--- src/rtl/spi_flash_pkg.sv ---
// Shared constants and state encoding for the SPI flash READ responder.
// Defining FAST_READ_EN adds the 0x0B command and its DUMMY state.
package spi_flash_pkg;

    localparam logic [7:0] CMD_READ      = 8'h03;
    localparam logic [7:0] CMD_FAST_READ = 8'h0B;

    localparam int CNT_W = 5;
    localparam logic [CNT_W-1:0] CMD_BITS   = 5'd8;
    localparam logic [CNT_W-1:0] ADDR_BITS  = 5'd24;
    localparam logic [CNT_W-1:0] DUMMY_BITS = 5'd8;

    typedef enum logic [2:0] {
        ST_IDLE   = 3'd0,
        ST_CMD    = 3'd1,
        ST_ADDR   = 3'd2,
        ST_DATA   = 3'd3,
        ST_IGNORE = 3'd4
`ifdef FAST_READ_EN
        , ST_DUMMY = 3'd5
`endif
    } state_e;

    function automatic logic is_last_bit(input logic [CNT_W-1:0] cnt,
                                         input logic [CNT_W-1:0] nbits);
        return cnt == nbits - 1'b1;
    endfunction

endpackage

--- src/rtl/spi_edge_sync.sv ---
// Oversamples SCK, CS_N and MOSI into the system clock domain and derives
// SCK edge strobes plus a chip-select falling strobe.
module spi_edge_sync #(
    parameter int SYNC_STAGES = 2
) (
    input  logic clk,
    input  logic resetq,
    input  logic sck_i,
    input  logic cs_n_i,
    input  logic mosi_i,
    output logic sck_rise_o,
    output logic sck_fall_o,
    output logic cs_active_o,
    output logic cs_fall_o,
    output logic mosi_o
);

    logic [SYNC_STAGES-1:0] sck_q, cs_n_q, mosi_q;
    logic                   sck_prev_q, cs_act_prev_q;

    // CS_N resets to "selected" so a select held low through reset is not
    // mistaken for a fresh falling edge once reset is released.
    always_ff @(posedge clk or negedge resetq) begin
        if (!resetq) begin
            sck_q         <= '0;
            cs_n_q        <= '0;
            mosi_q        <= '0;
            sck_prev_q    <= 1'b0;
            cs_act_prev_q <= 1'b1;
        end else begin
            sck_q[0]  <= sck_i;
            cs_n_q[0] <= cs_n_i;
            mosi_q[0] <= mosi_i;
            for (int i = 1; i < SYNC_STAGES; i++) begin
                sck_q[i]  <= sck_q[i-1];
                cs_n_q[i] <= cs_n_q[i-1];
                mosi_q[i] <= mosi_q[i-1];
            end
            sck_prev_q    <= sck_q[SYNC_STAGES-1];
            cs_act_prev_q <= ~cs_n_q[SYNC_STAGES-1];
        end
    end

    assign sck_rise_o  =  sck_q[SYNC_STAGES-1] & ~sck_prev_q;
    assign sck_fall_o  = ~sck_q[SYNC_STAGES-1] &  sck_prev_q;
    assign cs_active_o = ~cs_n_q[SYNC_STAGES-1];
    assign cs_fall_o   =  cs_active_o & ~cs_act_prev_q;
    assign mosi_o      =  mosi_q[SYNC_STAGES-1];

endmodule

--- src/rtl/spi_flash_responder.sv ---
// SPI mode-0 serial-flash READ (0x03) target streaming bytes from a memory port.
// Optional FAST_READ_EN macro enables 0x0B with 8 dummy clocks.
module spi_flash_responder
    import spi_flash_pkg::*;
#(
    parameter int ADDR_WIDTH  = 16,
    parameter int SYNC_STAGES = 2
) (
    input  logic                  clk,
    input  logic                  resetq,
    input  logic                  SCK,
    input  logic                  CS_N,
    input  logic                  MOSI,
    output logic                  MISO,
    output logic                  MISO_OE,
    output logic [ADDR_WIDTH-1:0] rd_addr,
    output logic                  rd_strb,
    input  logic [7:0]            rd_data,
    output logic                  active,
    output logic                  unsupported
);

    logic sck_rise, sck_fall, cs_active, cs_fall, mosi_s;

    spi_edge_sync #(
        .SYNC_STAGES(SYNC_STAGES)
    ) u_sync (
        .clk        (clk),
        .resetq     (resetq),
        .sck_i      (SCK),
        .cs_n_i     (CS_N),
        .mosi_i     (MOSI),
        .sck_rise_o (sck_rise),
        .sck_fall_o (sck_fall),
        .cs_active_o(cs_active),
        .cs_fall_o  (cs_fall),
        .mosi_o     (mosi_s)
    );

    state_e                state_q, state_d;
    logic [CNT_W-1:0]      cnt_q, cnt_d;
    logic [22:0]           sh_q, sh_d;
    logic [ADDR_WIDTH-1:0] addr_q, addr_d;
    logic                  strb_q, strb_d;
    logic                  cap_q, cap_d;
    logic [7:0]            buf_q, buf_d;
    logic [7:0]            out_q, out_d;
    logic [2:0]            obit_q, obit_d;
    logic                  miso_q, miso_d;
    logic                  unsup_q, unsup_d;
    logic                  drive;
    logic [23:0]           word_in;
    logic                  unused_hi;
`ifdef FAST_READ_EN
    logic                  fast_q, fast_d;
`endif

    // Upper address bits beyond ADDR_WIDTH are deliberately discarded.
    assign word_in   = {sh_q, mosi_s};
    assign unused_hi = ^word_in;

    always_ff @(posedge clk or negedge resetq) begin
        if (!resetq) begin
            state_q <= ST_IDLE;
            cnt_q   <= '0;
            sh_q    <= '0;
            addr_q  <= '0;
            strb_q  <= 1'b0;
            cap_q   <= 1'b0;
            buf_q   <= '0;
            out_q   <= '0;
            obit_q  <= '0;
            miso_q  <= 1'b0;
            unsup_q <= 1'b0;
`ifdef FAST_READ_EN
            fast_q  <= 1'b0;
`endif
        end else begin
            state_q <= state_d;
            cnt_q   <= cnt_d;
            sh_q    <= sh_d;
            addr_q  <= addr_d;
            strb_q  <= strb_d;
            cap_q   <= cap_d;
            buf_q   <= buf_d;
            out_q   <= out_d;
            obit_q  <= obit_d;
            miso_q  <= miso_d;
            unsup_q <= unsup_d;
`ifdef FAST_READ_EN
            fast_q  <= fast_d;
`endif
        end
    end

    always_comb begin
        state_d = state_q;
        cnt_d   = cnt_q;
        sh_d    = sh_q;
        addr_d  = addr_q;
        strb_d  = 1'b0;
        cap_d   = strb_q;
        buf_d   = cap_q ? rd_data : buf_q;
        out_d   = out_q;
        obit_d  = obit_q;
        miso_d  = miso_q;
        unsup_d = 1'b0;
        drive   = 1'b0;
`ifdef FAST_READ_EN
        fast_d  = fast_q;
`endif
        // Deselect wins over any SCK edge seen in the same cycle.
        if (!cs_active) begin
            state_d = ST_IDLE;
            miso_d  = 1'b0;
            obit_d  = '0;
        end else begin
            case (state_q)
                ST_IDLE: begin
                    if (cs_fall) begin
                        state_d = ST_CMD;
                        cnt_d   = '0;
`ifdef FAST_READ_EN
                        fast_d  = 1'b0;
`endif
                    end
                end
                ST_CMD: begin
                    if (sck_rise) begin
                        sh_d  = word_in[22:0];
                        cnt_d = cnt_q + 1'b1;
                        if (is_last_bit(cnt_q, CMD_BITS)) begin
                            cnt_d = '0;
                            if (word_in[7:0] == CMD_READ) begin
                                state_d = ST_ADDR;
                            end
`ifdef FAST_READ_EN
                            else if (word_in[7:0] == CMD_FAST_READ) begin
                                state_d = ST_ADDR;
                                fast_d  = 1'b1;
                            end
`endif
                            else begin
                                state_d = ST_IGNORE;
                                unsup_d = 1'b1;
                            end
                        end
                    end
                end
                ST_ADDR: begin
                    if (sck_rise) begin
                        sh_d  = word_in[22:0];
                        cnt_d = cnt_q + 1'b1;
                        if (is_last_bit(cnt_q, ADDR_BITS)) begin
                            cnt_d  = '0;
                            addr_d = word_in[ADDR_WIDTH-1:0];
                            strb_d = 1'b1;
                            obit_d = '0;
`ifdef FAST_READ_EN
                            state_d = fast_q ? ST_DUMMY : ST_DATA;
`else
                            state_d = ST_DATA;
`endif
                        end
                    end
                end
`ifdef FAST_READ_EN
                ST_DUMMY: begin
                    if (sck_rise && cnt_q != DUMMY_BITS) cnt_d = cnt_q + 1'b1;
                    if (sck_fall && cnt_q == DUMMY_BITS) begin
                        state_d = ST_DATA;
                        drive   = 1'b1;
                    end
                end
`endif
                ST_DATA: drive = sck_fall;
                default: ;
            endcase

            // Starting a byte consumes the buffer and prefetches the next one.
            if (drive) begin
                if (obit_q == 3'd0) begin
                    miso_d = buf_q[7];
                    out_d  = {buf_q[6:0], 1'b0};
                    addr_d = addr_q + 1'b1;
                    strb_d = 1'b1;
                end else begin
                    miso_d = out_q[7];
                    out_d  = {out_q[6:0], 1'b0};
                end
                obit_d = obit_q + 3'd1;
            end
        end
    end

    assign MISO_OE     = (state_q == ST_DATA);
    assign MISO        = MISO_OE & miso_q;
    assign rd_addr     = addr_q;
    assign rd_strb     = strb_q;
    assign active      = cs_active & (state_q != ST_IDLE);
    assign unsupported = unsup_q;

endmodule
--- config.mk ---
export PLATFORM = sky130hd
export DESIGN_NAME = spi_flash_responder
export DESIGN_NICKNAME = d
export VERILOG_FILES = /design/src/rtl/spi_flash_pkg.sv /design/src/rtl/spi_edge_sync.sv /design/src/rtl/spi_flash_responder.sv
export SDC_FILE = /design/constraint.sdc
export NUM_CORES = 1
export LEC_CHECK = 0
export ABC_AREA = 1
export ABC_CLOCK_PERIOD_IN_PS = 1500
export BUFFER_PORTS_ARGS = -buffer_cell sky130_fd_sc_hd__buf_2
export CAP_MARGIN = 10
export CELL_PAD_IN_SITES_DETAIL_PLACEMENT = 0
export CELL_PAD_IN_SITES_GLOBAL_PLACEMENT = 1
export CORE_ASPECT_RATIO = 0.8
export CORE_MARGIN = 2
export CORE_UTILIZATION = 39
export CTS_CLUSTER_DIAMETER = 120
export DETAILED_ROUTE_END_ITERATION = 6
export GPL_ROUTABILITY_DRIVEN = 0
export PLACE_DENSITY = 0.74
export SYNTH_ARGS = -nofsm -noshare
export SYNTH_HDL_FRONTEND = slang
export SYNTH_SLANG_ARGS = --single-unit
export TNS_END_PERCENT = 50
--- constraint.sdc ---
create_clock -name clk -period 1.5 [get_ports clk]
set_input_delay 0.15 -clock clk [delete_from_list [all_inputs] [get_ports clk]]
set_output_delay 0.15 -clock clk [all_outputs]
set_load 0.05 [all_outputs]
==> Word level (Yosys, flattened, before mapping) <==
Index checks and enable logic that the tools add are counted.
{ "op_classes": {"addsub": 3, "mul": 0, "n_div": 0, "n_lt_le_gt_ge": 0, "eq_ne": 14, "shift": 0, "muxes": 41, "n_bitwise": 9, "reduce_logical": 15} }
{ "op_table": {"columns": ["operator", "count"], "rows": [
  ["two-way mux 16 bit", 5],
  ["two-way mux 3 bit", 12],
  ["two-way mux 5 bit", 5],
  ["adder 16 x 1 -> 16 bit, second input constant", 1],
  ["two-way mux 1 bit", 16],
  ["inequality test 3 x 2 -> 1 bit, second input constant", 5],
  ["case mux 5 bit (3 select lines)", 1],
  ["nonzero test 3 bit", 5],
  ["case mux 3 bit (3 select lines)", 1],
  ["equality test 8 x 2 -> 1 bit, second input constant", 1],
  ["two-way mux 8 bit", 1],
  ["equality test 3 x 2 -> 1 bit, second input constant", 2],
  ["logical NOT 3 bit", 2],
  ["inequality test 2 bit, second input constant", 3],
  ["AND reduction 3 bit", 2],
  ["AND reduction 6 bit", 1],
  ["adder 5 x 1 -> 5 bit, second input constant", 1],
  ["AND 1 bit", 5],
  ["equality test 5 x 3 -> 1 bit, second input constant", 1],
  ["equality test 5 bit, second input constant", 1],
  ["AND reduction 5 bit", 1],
  ["NOT 1 bit", 4],
  ["nonzero test 4 bit", 1],
  ["adder 3 x 1 -> 3 bit, second input constant", 1],
  ["4 further kinds", 4]
]} }
{ "word_totals": {"regBits": 70, "latch_bits": 0, "ramBits": 0, "mem_bits_ro": 0, "elab_cells": 98, "n_memories": 0} }

==> Depth between registers and ports, before layout <==
{ "logic_depth": {"depth_word": 7, "depth_mapped": 12, "depth_no_buf": 11} }

==> Modules after synthesis <==
From an unflattened synthesis, not the netlist that was laid out.
{ "hier_totals": {"hier_cells": 469, "hier_area_um2": 3664.8} }
{ "modules_own_cells": {"columns": ["module", "n_inst", "cells_per_inst", "area_per_inst_um2", "seq_area_each_um2"], "rows": [
  ["spi_flash_responder", 1, 455, 3440.8, 1526.5],
  ["spi_edge_sync", 1, 14, 224.0, 201.4]
]} }

==> Worst setup path before layout <==
Ideal clock, no wire load.
{ "synth_path": {"kind": "flip-flop to flip-flop", "startpoint": "register addr_q[1], in the netlist rd_addr[1]", "endpoint": "register addr_q[10], in the netlist rd_addr[10]", "arrival_time_ns": 1.674, "t_required_ns": 1.387, "path_slack_ns": -0.286, "stages_incl_launch_ff": 11, "path_buffers": 0, "synth_period_minus_slack_ns": 1.786, "path_cell_list": "dfrtp_1 -> ha_1 -> nand3_1 -> nor2_1 -> nand2_1 -> nor2_1 -> nand2_1 -> nand2_1 -> nand2_1 -> nand2_1 -> inv_1"} }
{ "synth_between": {"elab_chain_cells": 3} }
{ "synth_lines": {"columns": ["element", "line_no", "rtl"], "rows": [
  ["from (decl)", "spi_flash_responder.sv:43", "logic [ADDR_WIDTH-1:0] addr_q, addr_d;"],
  ["from (signal assigned)", "spi_flash_responder.sv:82", "addr_q <= addr_d;"],
  ["adder 16 x 1 -> 16 bit", "spi_flash_responder.sv:185", "addr_d = addr_q + 1'b1;"],
  ["two-way mux 16 bit", "spi_flash_responder.sv:182", "if (obit_q == 3'd0) begin"],
  ["two-way mux 16 bit", "spi_flash_responder.sv:181", "if (drive) begin"]
]} }
Every way passes these cells.
A chain may end at the register's enable or synchronous reset.

==> Worst setup path in the final report <==
{ "layout_path": {"startpoint": "register state_q[2]", "endpoint": "register addr_q[2], in the netlist rd_addr[2]"} }
{ "layout_between": {"elab_chain_cells": 4, "word_cells_on_any_way": 7, "cone_classes": "2 x eq/ne; 5 x mux"} }
{ "layout_lines": {"columns": ["element", "line_no", "rtl"], "rows": [
  ["from (decl)", "spi_flash_responder.sv:40", "state_e state_q, state_d;"],
  ["from (signal assigned)", "spi_flash_responder.sv:79", "state_q <= state_d;"],
  ["equality test 3 x 2 -> 1 bit", "spi_flash_responder.sv:118", "case (state_q)"],
  ["two-way mux 16 bit / two-way mux 1 bit (equally long branches)", "spi_flash_responder.sv:118", null],
  ["two-way mux 16 bit / two-way mux 1 bit (equally long branches)", "spi_flash_responder.sv:182, spi_flash_responder.sv:113", null],
  ["two-way mux 16 bit *", "spi_flash_responder.sv:181", null]
]} }
Every way passes the cells marked *; elsewhere a longest branch is shown, timed or not. The select of a mux whose other input is x is not followed.

==> results.py <==
metrics = {
    "run_status": {
        "status": "finished, violations left",
        "violations": "setup timing",
    },
    "routing": {
        "vias": 3471,
        "drc_errors": 0,
        "vias_per_cell": 4.916,
        "drt-total-wl_mm": 9.844,
        "wire_per_inst_um": 13.94,
        "drt_iter0_markers": 164,
        "first_pass_iters": 4,
        "ant_nets": 0,
    },
    "sta": {
        "post-route-period-util_pct": 105.0,
        "slew_headroom_pct": 65.49,
        "worst_pin_slew_ps": 517.7,
        "finalSetupViolCount": 17,
        "finalClockSkew_ps": 4.824,
        "maxSlewViolCount": 0,
        "hold_violations": 0,
        "rsz0062_at_grt": "yes",
        "fin_ws_ps": -75.52,
        "min_period_ps": 1576,
        "max_freq_mhz": 634.7,
        "setup_tns_ps": -465.1,
    },
    "setup_path": {
        "path_common_cell": "buf_6",
        "cp_top_family": "simple AND/OR/NAND/NOR gates",
        "end_kind": "register",
        "critPathKind": "reg2reg",
        "reg2reg_depth": 8,
        "crit_arrival_ps": 1800,
        "cp.depth": 8,
        "cp_slowest_stage_delay_ps": 430,
        "required_ps": 1720,
        "path_cells": "buf_6 > nor2_4 > buf_6 > nand3_4 > buf_12 > or2_0 > nand3_1 > a21oi_2",
        "path_buf_inv": 3,
        "cp_slowest_cell": "dfrtp_1",
        "startpoint_type": "register",
        "crit_fanout": 6,
    },
    "power_and_ir_drop": {
        "power_leakage_nw": 2.607,
        "p_per_area_nw_per_um2": 1482,
        "vdd_ir_drop_max_uv": 993.6,
    },
    "floorplan": {
        "die_w_um": 112.7,
        "die_y_um": 90.97,
        "dieArea_um2": 10250,
        "rows": 31,
        "core_area_um2": 9115,
        "initial_core_util_pct": 40.45,
        "num_io_pins": 34,
    },
    "clocking": {
        "cts_buffers": 9,
        "root_buffer": "clkbuf_16",
        "insertion_delay_ps": 340,
        "tritoncts": "built",
        "cts.sink_count": 69,
        "h-tree-depth": 3,
        "clkTransAtPathRegs_ps": 60,
        "ctsLongestPathBuffers": 2,
    },
    "global_routing": {
        "grtUsageTotal_pct": 19.61,
        "grt_max_degree": 31,
        "grt_overflow": 0,
        "first_global_vias": 3139,
        "antenna_found_initial": 0,
        "grt_pass1_wl_mm": 15.84,
    },
    "run": {
        "cap_violations": 0,
    },
    "yosys": {
        "synth_top_area_cell": "dfrtp_1",
        "synth-seq-cells": 69,
        "post-synth-top-count-cell": "nand2_1",
        "post-synth-top-area-fraction_pct": 46.15,
        "synth_area_leaders": "dfrtp_1 46%, nand2_1 15%, nand3_1 7.7%",
        "synth_flop_cell": "dfrtp_1",
        "synthCells": 486,
        "synth_edf_count": 0,
        "avgSynthCellArea_um2": 7.587,
        "syn-num-nets": 503,
        "seq_area_frac_synth_pct": 46.86,
        "async_flop_share_pct": 100.0,
        "ys_top_cells_by_count": "149 x nand2_1, 68 x dfrtp_1, 57 x nand3_1",
        "yosysWarnings": 0,
        "syn_area_um2": 3687,
        "synth.distinct_cells": 36,
    },
    "placed_design": {
        "place.port_buffers": 33,
        "dp_hpwl_mm": 6.676,
        "dp_slack_ps": -125.2,
    },
    "finish": {
        "syn_to_final_growth_pct": 43.47,
        "drive_gt1_share_pct": 32.66,
        "nets": 603,
        "insertedDiodeCount": 0,
        "num-fill-cells": 845,
    },
    "hold_path": {
        "min_path_type": "in2reg",
        "holdPathStages": 3,
    },
}
==> timing repair <==
| item | CTS | global route |
|---|---|---|
| setup endpoints to repair | 29 | 54 |
| hold endpoints to repair | 19 | 0 |
| resized for setup | 32 | 50 |
| pin swaps | 14 | 23 |
| setup buffers | 5 | 8 |
| hold buffers | 4 | 0 |
| gates cloned | 0 | 4 |
==> report_power, final <==
part | switching (mW) | total (mW) | internal (mW)
Sequential | 0.380 | 2.69 | 2.31
Combinational | 1.65 | 2.59 | 0.942
Clock | 0.839 | 2.56 | 1.72
Total | 2.87 | 7.84 | 4.97
==> worst reg2reg max path, cell delays in order (launching register included) <==
cell	delay, ps
dfrtp_1	430
buf_6	140
nor2_4	100
buf_6	110
nand3_4	140
buf_12	180
or2_0	200
nand3_1	90
a21oi_2	70
==> state kept, by name, indices dropped and copies added (netlist names) <==
| register | count |
|---|---|
| u_sync.cs_act_prev_q | 1 |
| buf_q | 8 |
| u_sync.sck_q | 2 |
| u_sync.mosi_q | 2 |
| sh_q | 15 |
| miso_q | 1 |
| obit_q | 3 |
| rd_addr | 16 |
| u_sync.cs_n_q | 2 |
| u_sync.sck_prev_q | 1 |
| cap_q | 1 |
| state_q | 3 |
| out_q | 7 |
| unsupported | 1 |
| cnt_q | 5 |
| rd_strb | 1 |
==> per-stage QoR <==
step | instance area (um2) | std cells | hold WS, ps | power (mW) | util [%]
after CTS | 4947 | 694 | 8.766 | 7.696 | 54.28
after global routing | 5290 | 706 | 28.83 | 8.308 | 58.04
after detailed placement | 4387 | 669 | 146.5 | 5.038 | 48.13
after floorplan | 3716 | 486 | -145.6 | 4.268 | -
final | 5290 | 706 | 17.06 | 7.841 | 58.04
after global placement | 4387 | 669 | 150.3 | 5.003 | 48.13
==> cells by family after synthesis <==
kind of cell | after synthesis | share of synthesized area [%]
xor gates and xnor gates | 4 | 0.9503
and+or+nand+nor | 263 | 31.52
adders and majority gates | 4 | 1.357
AOI/OAI and AO/OA | 70 | 10.35
DFF | 69 | 46.86
buffers and inverters | 76 | 8.958
==> placed cells by master (no fill, tap or decap), types with 4 or more instances in the layout <==
master and count:
clkbuf_16 13, dlygate4sd3_1 4, nand3_1 48, inv_1 52, nand4_1 4, buf_6 13
o21ai_2 9, nand2_4 4, dfrtp_1 61, nor2_2 4, buf_12 10, nor2_1 24
nand3_2 7, nand2_2 17, nand2_1 136, o21ai_0 37, buf_2 30, buf_4 43
dfrtp_2 7, inv_2 5, nor2_4 5, a21oi_1 8, o21ai_1 11
==> layout make-up <==
cell class / count / area, um2 / share of cell area (%)
Clock buffer: 11 / 252.7 / 4.778
Clock inverter: 5 / 106.4 / 2.010
Multi-Input combinational cell: 341 / 1844 / 34.86
Tap cell: 115 / 143.9 / 2.720
Inverter: 60 / 231.5 / 4.376
Sequential cell: 69 / 1737 / 32.83
Timing Repair Buffer: 105 / 974.7 / 18.42
==> final timing paths <==
check / startpoint / end / slack [ps]
setup / recovery: state_q[2] / rd_addr[2] / -80
hold / removal: rd_data[6] / buf_q[6] / 20
setup reg to reg: state_q[2] / rd_addr[2] / -80
hold reg to reg: u_sync.mosi_q[0] / u_sync.mosi_q[1] / 350
max in group asynchronous: resetq / u_sync.cs_act_prev_q / 600
min in group asynchronous: resetq / buf_q[4] / 320
==> metal layers <==
metal	routed length [um]	GRT usage (%)	vias to the layer above
li1	-	-	1758
met1	4984	29.26	1634
met2	4280	27.89	68
met3	443	4.940	11
met4	136	5.894	0
met5	0	0	-
Note: power is estimated with default switching activity, not from simulation.
